==> config.mk <==
export PLATFORM = sky130hd
export DESIGN_NAME = branch_resolve_unit_flat
export DESIGN_NICKNAME = d
export VERILOG_FILES = /design/src/rtl/branch_resolve_unit_if.sv /design/src/rtl/branch_resolve_unit.sv /design/src/flat_wrapper.sv
export SDC_FILE = /design/constraint.sdc
export NUM_CORES = 1
export LEC_CHECK = 0
export BUFFER_PORTS_ARGS = -buffer_cell sky130_fd_sc_hd__buf_2
export CAP_MARGIN = 5
export CELL_PAD_IN_SITES_DETAIL_PLACEMENT = 1
export CELL_PAD_IN_SITES_GLOBAL_PLACEMENT = 1
export CORE_MARGIN = 5
export CORE_UTILIZATION = 36
export CTS_BUF_LIST = sky130_fd_sc_hd__clkbuf_8 sky130_fd_sc_hd__clkbuf_16
export DETAILED_ROUTE_END_ITERATION = 10
export PLACE_DENSITY_LB_ADDON = 0.12
export SKIP_LAST_GASP = 1
export SLEW_MARGIN = 15
export SYNTH_ARGS = -nofsm -noshare
export SYNTH_HDL_FRONTEND = slang
export SYNTH_SLANG_ARGS = --single-unit
==> constraint.sdc <==
create_clock -name clk -period 3.3 [get_ports clk]
set_input_delay 0.165 -clock clk [delete_from_list [all_inputs] [get_ports clk]]
set_output_delay 0.165 -clock clk [all_outputs]
set_load 0.005 [all_outputs]
==> src/rtl/branch_resolve_unit_if.sv <==
// Request/response bundle for the branch resolve unit: operands, op class, prediction and result.
interface branch_resolve_unit_if #(
  parameter int XLEN  = 32,
  parameter int CNT_W = 32
);
  logic             flush;
  logic             in_valid;
  logic             in_ready;
  logic [XLEN-1:0]  A;
  logic [XLEN-1:0]  B;
  logic [XLEN-1:0]  pc;
  logic [XLEN-1:0]  imm;
  logic             Branch;
  logic             Jal;
  logic             Jalr;
  logic [2:0]       funct3;
  logic             pred_taken;
  logic [XLEN-1:0]  pred_target;
  logic             out_valid;
  logic             out_ready;
  logic             br_taken;
  logic [XLEN-1:0]  target;
  logic [XLEN-1:0]  redirect_pc;
  logic             mispredict;
  logic             illegal;
  logic [CNT_W-1:0] br_count;
  logic [CNT_W-1:0] mp_count;

  modport master (
    output flush, in_valid, A, B, pc, imm, Branch, Jal, Jalr, funct3,
           pred_taken, pred_target, out_ready,
    input  in_ready, out_valid, br_taken, target, redirect_pc, mispredict,
           illegal, br_count, mp_count
  );

  modport slave (
    input  flush, in_valid, A, B, pc, imm, Branch, Jal, Jalr, funct3,
           pred_taken, pred_target, out_ready,
    output in_ready, out_valid, br_taken, target, redirect_pc, mispredict,
           illegal, br_count, mp_count
  );
endinterface

==> src/rtl/branch_resolve_unit.sv <==
// Execute-stage branch/jump resolver with mispredict detection, optional one-entry
// output register (PIPE) behind valid/ready, flush, and saturating perf counters.
module branch_resolve_unit #(
  parameter int XLEN  = 32,
  parameter int PIPE  = 1,
  parameter int CNT_W = 32
) (
  input logic                 clk,
  input logic                 rst,
  branch_resolve_unit_if.slave bus
);
  localparam logic [XLEN-1:0]  FOUR    = {{(XLEN-3){1'b0}}, 3'b100};
  localparam logic [CNT_W-1:0] CNT_ONE = {{(CNT_W-1){1'b0}}, 1'b1};

  logic            is_jalr, is_jal, is_br, ctl, cond, rsv;
  logic            taken, ill, mp;
  logic [XLEN-1:0] jalr_sum, tgt, fall, redir;
  logic            out_ctl, cnt_en;

  always_comb begin
    is_jalr  = bus.Jalr;
    is_jal   = bus.Jal && !bus.Jalr;
    is_br    = bus.Branch && !bus.Jal && !bus.Jalr;
    ctl      = is_jalr || is_jal || is_br;
    cond     = 1'b0;
    rsv      = 1'b0;
    case (bus.funct3)
      3'b000:  cond = (bus.A == bus.B);
      3'b001:  cond = (bus.A != bus.B);
      3'b100:  cond = ($signed(bus.A) <  $signed(bus.B));
      3'b101:  cond = ($signed(bus.A) >= $signed(bus.B));
      3'b110:  cond = (bus.A <  bus.B);
      3'b111:  cond = (bus.A >= bus.B);
      default: rsv  = 1'b1;
    endcase
    ill      = is_br && rsv;
    taken    = is_jalr || is_jal || (is_br && cond);
    jalr_sum = bus.A + bus.imm;
    tgt      = is_jalr ? {jalr_sum[XLEN-1:1], 1'b0} : (bus.pc + bus.imm);
    fall     = bus.pc + FOUR;
    redir    = taken ? tgt : fall;
    // Illegal ops always resolve not-taken, so the generic rule reduces to pred_taken.
    if (ctl)
      mp = (taken != bus.pred_taken) || (taken && (tgt != bus.pred_target));
    else
      mp = 1'b0;
  end

  generate
    if (PIPE != 0) begin : g_pipe
      logic            r_valid, r_taken, r_mp, r_ill, r_ctl;
      logic [XLEN-1:0] r_tgt, r_redir;
      logic            accept;

      assign bus.in_ready = !r_valid || bus.out_ready;
      assign accept       = bus.in_valid && bus.in_ready && !bus.flush;

      always_ff @(posedge clk) begin
        if (rst) begin
          r_valid <= 1'b0;
          r_taken <= 1'b0;
          r_mp    <= 1'b0;
          r_ill   <= 1'b0;
          r_ctl   <= 1'b0;
          r_tgt   <= '0;
          r_redir <= '0;
        end else if (bus.flush) begin
          r_valid <= 1'b0;
        end else if (accept) begin
          r_valid <= 1'b1;
          r_taken <= taken;
          r_mp    <= mp;
          r_ill   <= ill;
          r_ctl   <= ctl;
          r_tgt   <= tgt;
          r_redir <= redir;
        end else if (bus.out_ready) begin
          r_valid <= 1'b0;
        end
      end

      assign bus.out_valid   = r_valid;
      assign bus.br_taken    = r_taken;
      assign bus.target      = r_tgt;
      assign bus.redirect_pc = r_redir;
      assign bus.mispredict  = r_mp;
      assign bus.illegal     = r_ill;
      assign out_ctl         = r_ctl;
    end else begin : g_comb
      assign bus.in_ready    = bus.out_ready;
      assign bus.out_valid   = bus.in_valid && !bus.flush;
      assign bus.br_taken    = taken;
      assign bus.target      = tgt;
      assign bus.redirect_pc = redir;
      assign bus.mispredict  = mp;
      assign bus.illegal     = ill;
      assign out_ctl         = ctl;
    end
  endgenerate

  assign cnt_en = bus.out_valid && bus.out_ready && !bus.flush && out_ctl;

  logic [CNT_W-1:0] br_cnt, mp_cnt;

  always_ff @(posedge clk) begin
    if (rst) begin
      br_cnt <= '0;
      mp_cnt <= '0;
    end else if (cnt_en) begin
      if (br_cnt != '1)
        br_cnt <= br_cnt + CNT_ONE;
      if (bus.mispredict && (mp_cnt != '1))
        mp_cnt <= mp_cnt + CNT_ONE;
    end
  end

  assign bus.br_count = br_cnt;
  assign bus.mp_count = mp_cnt;
endmodule

==> src/flat_wrapper.sv <==
// flat-port wrapper written by rule: the top's interface ports become plain ports
module branch_resolve_unit_flat 
#(
  parameter int XLEN  = 32,
  parameter int PIPE  = 1,
  parameter int CNT_W = 32
)
  (clk, rst, bus_flush, bus_in_valid, bus_A, bus_B, bus_pc, bus_imm, bus_Branch, bus_Jal, bus_Jalr, bus_funct3, bus_pred_taken, bus_pred_target, bus_out_ready, bus_in_ready, bus_out_valid, bus_br_taken, bus_target, bus_redirect_pc, bus_mispredict, bus_illegal, bus_br_count, bus_mp_count);
  branch_resolve_unit_if #(.XLEN(XLEN), .CNT_W(CNT_W)) bus_i ();
  input logic clk;
  input logic rst;
  input wire logic [$bits(bus_i.flush)-1:0] bus_flush;
  input wire logic [$bits(bus_i.in_valid)-1:0] bus_in_valid;
  input wire logic [$bits(bus_i.A)-1:0] bus_A;
  input wire logic [$bits(bus_i.B)-1:0] bus_B;
  input wire logic [$bits(bus_i.pc)-1:0] bus_pc;
  input wire logic [$bits(bus_i.imm)-1:0] bus_imm;
  input wire logic [$bits(bus_i.Branch)-1:0] bus_Branch;
  input wire logic [$bits(bus_i.Jal)-1:0] bus_Jal;
  input wire logic [$bits(bus_i.Jalr)-1:0] bus_Jalr;
  input wire logic [$bits(bus_i.funct3)-1:0] bus_funct3;
  input wire logic [$bits(bus_i.pred_taken)-1:0] bus_pred_taken;
  input wire logic [$bits(bus_i.pred_target)-1:0] bus_pred_target;
  input wire logic [$bits(bus_i.out_ready)-1:0] bus_out_ready;
  output wire logic [$bits(bus_i.in_ready)-1:0] bus_in_ready;
  output wire logic [$bits(bus_i.out_valid)-1:0] bus_out_valid;
  output wire logic [$bits(bus_i.br_taken)-1:0] bus_br_taken;
  output wire logic [$bits(bus_i.target)-1:0] bus_target;
  output wire logic [$bits(bus_i.redirect_pc)-1:0] bus_redirect_pc;
  output wire logic [$bits(bus_i.mispredict)-1:0] bus_mispredict;
  output wire logic [$bits(bus_i.illegal)-1:0] bus_illegal;
  output wire logic [$bits(bus_i.br_count)-1:0] bus_br_count;
  output wire logic [$bits(bus_i.mp_count)-1:0] bus_mp_count;
  assign bus_i.flush = bus_flush;
  assign bus_i.in_valid = bus_in_valid;
  assign bus_i.A = bus_A;
  assign bus_i.B = bus_B;
  assign bus_i.pc = bus_pc;
  assign bus_i.imm = bus_imm;
  assign bus_i.Branch = bus_Branch;
  assign bus_i.Jal = bus_Jal;
  assign bus_i.Jalr = bus_Jalr;
  assign bus_i.funct3 = bus_funct3;
  assign bus_i.pred_taken = bus_pred_taken;
  assign bus_i.pred_target = bus_pred_target;
  assign bus_i.out_ready = bus_out_ready;
  assign bus_in_ready = bus_i.in_ready;
  assign bus_out_valid = bus_i.out_valid;
  assign bus_br_taken = bus_i.br_taken;
  assign bus_target = bus_i.target;
  assign bus_redirect_pc = bus_i.redirect_pc;
  assign bus_mispredict = bus_i.mispredict;
  assign bus_illegal = bus_i.illegal;
  assign bus_br_count = bus_i.br_count;
  assign bus_mp_count = bus_i.mp_count;
  branch_resolve_unit #(.XLEN(XLEN), .PIPE(PIPE), .CNT_W(CNT_W)) u_core (.clk(clk), .rst(rst), .bus(bus_i));
endmodule
==> metrics.md <==
| Metric | Value |
|---|---|
| Post-DP HPWL | `41140 um` |
| Compound-gate portion of the synthesized area | `21.22%` |
| Initial Util | `36.63%` |
| Vias in the first global route | `13.74k` |
| Critical path depth in cells | `15` |
| Antenna viol nets, final | `0` |
| CP bufs+invs | `3` |
| Root buf cell | `clkbuf_16` |
| WL per Instance | `19.63 um` |
| Status | `complete, no violations` |
| LEAKAGE | `0.007341 uW` |
| Simple-gate share of the synthesized area | `25.48%` |
| CTS Sinks | `133` |
| Top FF cell, synth | `dfxtp_1` |
| Setup bufs post-CTS | `0` |
| Synth cell count leaders | `nor2_1 (178), nand2_1 (174), dfxtp_1 (133)` |
| Clock share of power | `30.3%` |
| Syn nets | `1831` |
| Sw Share | `34.02%` |
| Leading area contributor after synthesis | `dfxtp_1` |
| FMAX | `0.3280 GHz` |
| Largest family of logic cells by synthesized area | `simple AND/OR/NAND/NOR gates` |
| Met2 usage | `43.71%` |
| Synth Area in XOR/XNOR | `12.98%` |
| Final Total Pwr | `5752 uW` |
| Count leader, synth | `nor2_1` |
| Worst path top cell family by delay | `compound AO/OA/AOI/OAI gates` |
| Rows | `66` |
| Worst path cell trace | `buf_2 -> buf_12 -> fa_1 -> a211oi_2 -> o31ai_2 -> o311ai_4 -> buf_4 -> nand2_1 -> xor2_1 -> mux2i_1 -> a211oi_1 -> and4bb_1 -> nor4b_2 -> and4_1 -> nor3_1` |
| Post-synthesis mux area share | `3.792%` |
| Seq cells post-synth | `133` |
| Worst Setup EP | `u_core.bus.mispredict` |
| Adder-cell share of the synthesized area | `10.36%` |
| Worst flop-to-flop path startpoint | `u_core.bus.br_count[12]` |
| Global-route wire length before repair | `75470 um` |
| Synth Instances | `1561` |
| Top post-synthesis cells by area | `dfxtp_1 (22%), ha_1 (10%), xor2_1 (7.1%), nor2_1 (5.6%), nand2_1 (5.5%)` |
| Area of the die | `37020 um^2` |
| Slowest CP cell | `fa_1` |
| Largest net degree at the start of global routing | `91` |
| R2R cell count | `11` |
| GRT overflow | `0` |
| Routed wire length | `48610 um` |
| Crit path capture type | `register` |
| Met1 Usage GRT | `34.25%` |
| Ports | `305` |
| CTS max path bufs | `2` |
| Int Power | `3795 uW` |
| Critical path class | `in2reg` |
| Max-cap viol count | `0` |
| Hold WC Path Type | `in2reg` |
| Core Area | `32700 um^2` |
| Met3 usage | `2.786%` |
| Asr flop ratio synth | `0%` |
| Max-slew violations | `0` |
| Tightest Pin Transition | `0.9614 ns` |
| CTS tree | `built` |
| Fin Clk Skew | `0.006524 ns` |
| Switching power | `1957 uW` |
| Port Buffers | `304` |
| CP arrival | `3.30 ns` |
| Total track usage | `25.65%` |
| CP max stage delay | `0.45 ns` |
| DRC | `0` |
| Combinational group share of total power | `40.0%` |
| Synth cell types | `94` |
| Via count | `13.26k` |
| Crit start category | `primary input` |
| Final setup viols | `0` |
| Htree depth | `4` |
| RSZ-0062 raised after global routing | `no` |
| Mean Syn Cell Area | `7.673 um^2` |
| Top-area cell type share of the netlist area | `22.23%` |
| Setup WS post-layout | `0.2510 ns` |
| Final Net Count | `2291` |
| Initial antenna violation count | `4` |
| Register share of total power | `29.6%` |
| Worst-Skew Late Latency | `0.41 ns` |
| P&R area growth vs syn | `33.28%` |
| Placement Setup Slack | `-0.1998 ns` |
| Final hold vios | `0` |
| DIE HEIGHT | `192.4 um` |
| CTS Buf Count | `17` |
| Most crowded layer after global routing | `met2` |
| Max rail drop VDD | `0.0003288 V` |
| Tcrit/Tclk final | `92.39%` |
| Cell Pwr Density | `360.3 nW/um^2` |
| Iter 0 DRT Violations | `535` |
| Relative slew margins | `35.90%` |
| Seq/Total Area, Yosys | `22.23%` |
| Worst Path Required | `3.56 ns` |
| Share of layout cells above drive strength 1 | `28.51%` |
| Yosys Warn Count | `0` |
| Crit path launch | `bus_imm[1]` |
| Vias per cell | `5.355` |
| Critical path peak fanout | `8` |
| Pre-antenna DRT Iters | `4` |
| Crit Reg-Reg Endpoint | `u_core.bus.br_count[27]` |
| GP Congestion | `0.9347` |
| Min Tclk post-route | `3.049 ns` |
| Reg2Reg Setup Slack | `0.29 ns` |
| EDFF count, synth | `0` |
| CTS clk-pin slew, worst paths | `0.05 ns` |
| Synthesized cell area | `11980 um^2` |
| Die span in x | `192.4 um` |
[routing by layer]
layer	share of wire (%)	routed length, um
met5	0.027	13
met4	2.7	1304
met3	4.2	2035
met2	47	22990
met1	46	22270
[registers in the layout, summed over array words and instances, names as in the netlist]
register / cells
u_core.bus.br_count: 32
u_core.bus.br_taken: 1
u_core.bus.illegal: 1
u_core.bus.mispredict: 1
u_core.bus.mp_count: 32
u_core.bus.out_valid: 1
u_core.bus.redirect_pc: 32
u_core.bus.target: 32
u_core.g_pipe.r_ctl: 1
[worst min-delay path, cell delays in order]
cell    delay, ns
buf_2        0.11
nor2_1       0.10
nor3_1       0.05
[cell families (layout without fill, tap and decap cells)]
| family | count (synthesis) | count (layout) |
|---|---|---|
| compound gates | 372 | 372 |
| xor+xnor | 168 | 168 |
| fa+ha+maj | 98 | 98 |
| buf+inv | 121 | 591 |
| flops | 133 | 133 |
| mux | 45 | 45 |
| other cells | 0 | 3 |
| simple gates | 624 | 624 |
[final cells by class]
type	instances	area, um^2
diodes	3	7.507
clock buffers	21	480.5
clock inverters	8	61.31
fillers	4192	16740
inverters	48	180.2
multi-input cells	1307	8866
flip-flops and latches	133	2663
well taps	442	553.0
repair buffers	514	3153
[worst min path at each step]
| stage | from | endpoint | slack [ns] | cells after the start |
|---|---|---|---|---|
| 2_1_floorplan | bus_flush | u_core.bus.out_valid | 0.24 | 1 |
| 3_3_place_gp | bus_flush | u_core.bus.out_valid | 0.39 | 2 |
| 3_5_place_dp | bus_flush | u_core.bus.out_valid | 0.39 | 2 |
| 4_1_cts | bus_in_valid | u_core.bus.out_valid | 0.03 | 3 |
| 5_1_grt | bus_in_valid | u_core.bus.out_valid | 0.07 | 3 |
| 6_report | bus_in_valid | u_core.bus.out_valid | 0.06 | 3 |
[what timing repair did]
action	4_1_cts	5_1_grt
hold endpoints to repair	1	0
gates resized for setup	0	2
hold buffers	1	0
setup endpoints to repair	0	1
[metrics by stage]
stage	cell area, um^2	std cells	hold WS (ns)	TNS (ns)	util (%)
6_report	15960	2476	0.05995	0	48.82
5_1_grt	15960	2476	0.06696	0	48.82
4_1_cts	15950	2473	0.03407	0	48.78
3_5_place_dp	15400	2443	0.3909	-0.2382	47.09
3_3_place_gp	15400	2443	0.3861	-0.1719	47.09
2_1_floorplan	11980	1561	0.2443	0	-
[cells in the final DEF, fill, tap and decap left out, drive strengths merged, types with 6 or more instances in the layout]
cell type  count
and4          13
dfxtp        133
o211ai        18
o21a           6
a41oi          6
nor3          34
a211oi        51
a21o          19
nor3b          7
and2          18
a21oi        128
a31oi         11
buf          513
nor4          14
nand2b         9
nor2b         15
nor2         178
or3           13
xnor2         65
clkbuf        21
ha            96
o21bai         6
xor2          97
nand2        176
o21ai         62
nand4         42
mux2i         42
nand3         56
and3          32
inv           50
[power groups by stage]
stage	logic (uW)	clock network, uW	registers [uW]
2_1_floorplan	1230	0	1740
3_3_place_gp	2230	0	1740
3_5_place_dp	2280	0	1740
4_1_cts	2300	1800	1700
5_1_grt	2510	1860	1710
6_report	2300	1740	1700
Note: power is estimated with default switching activity, not from simulation.
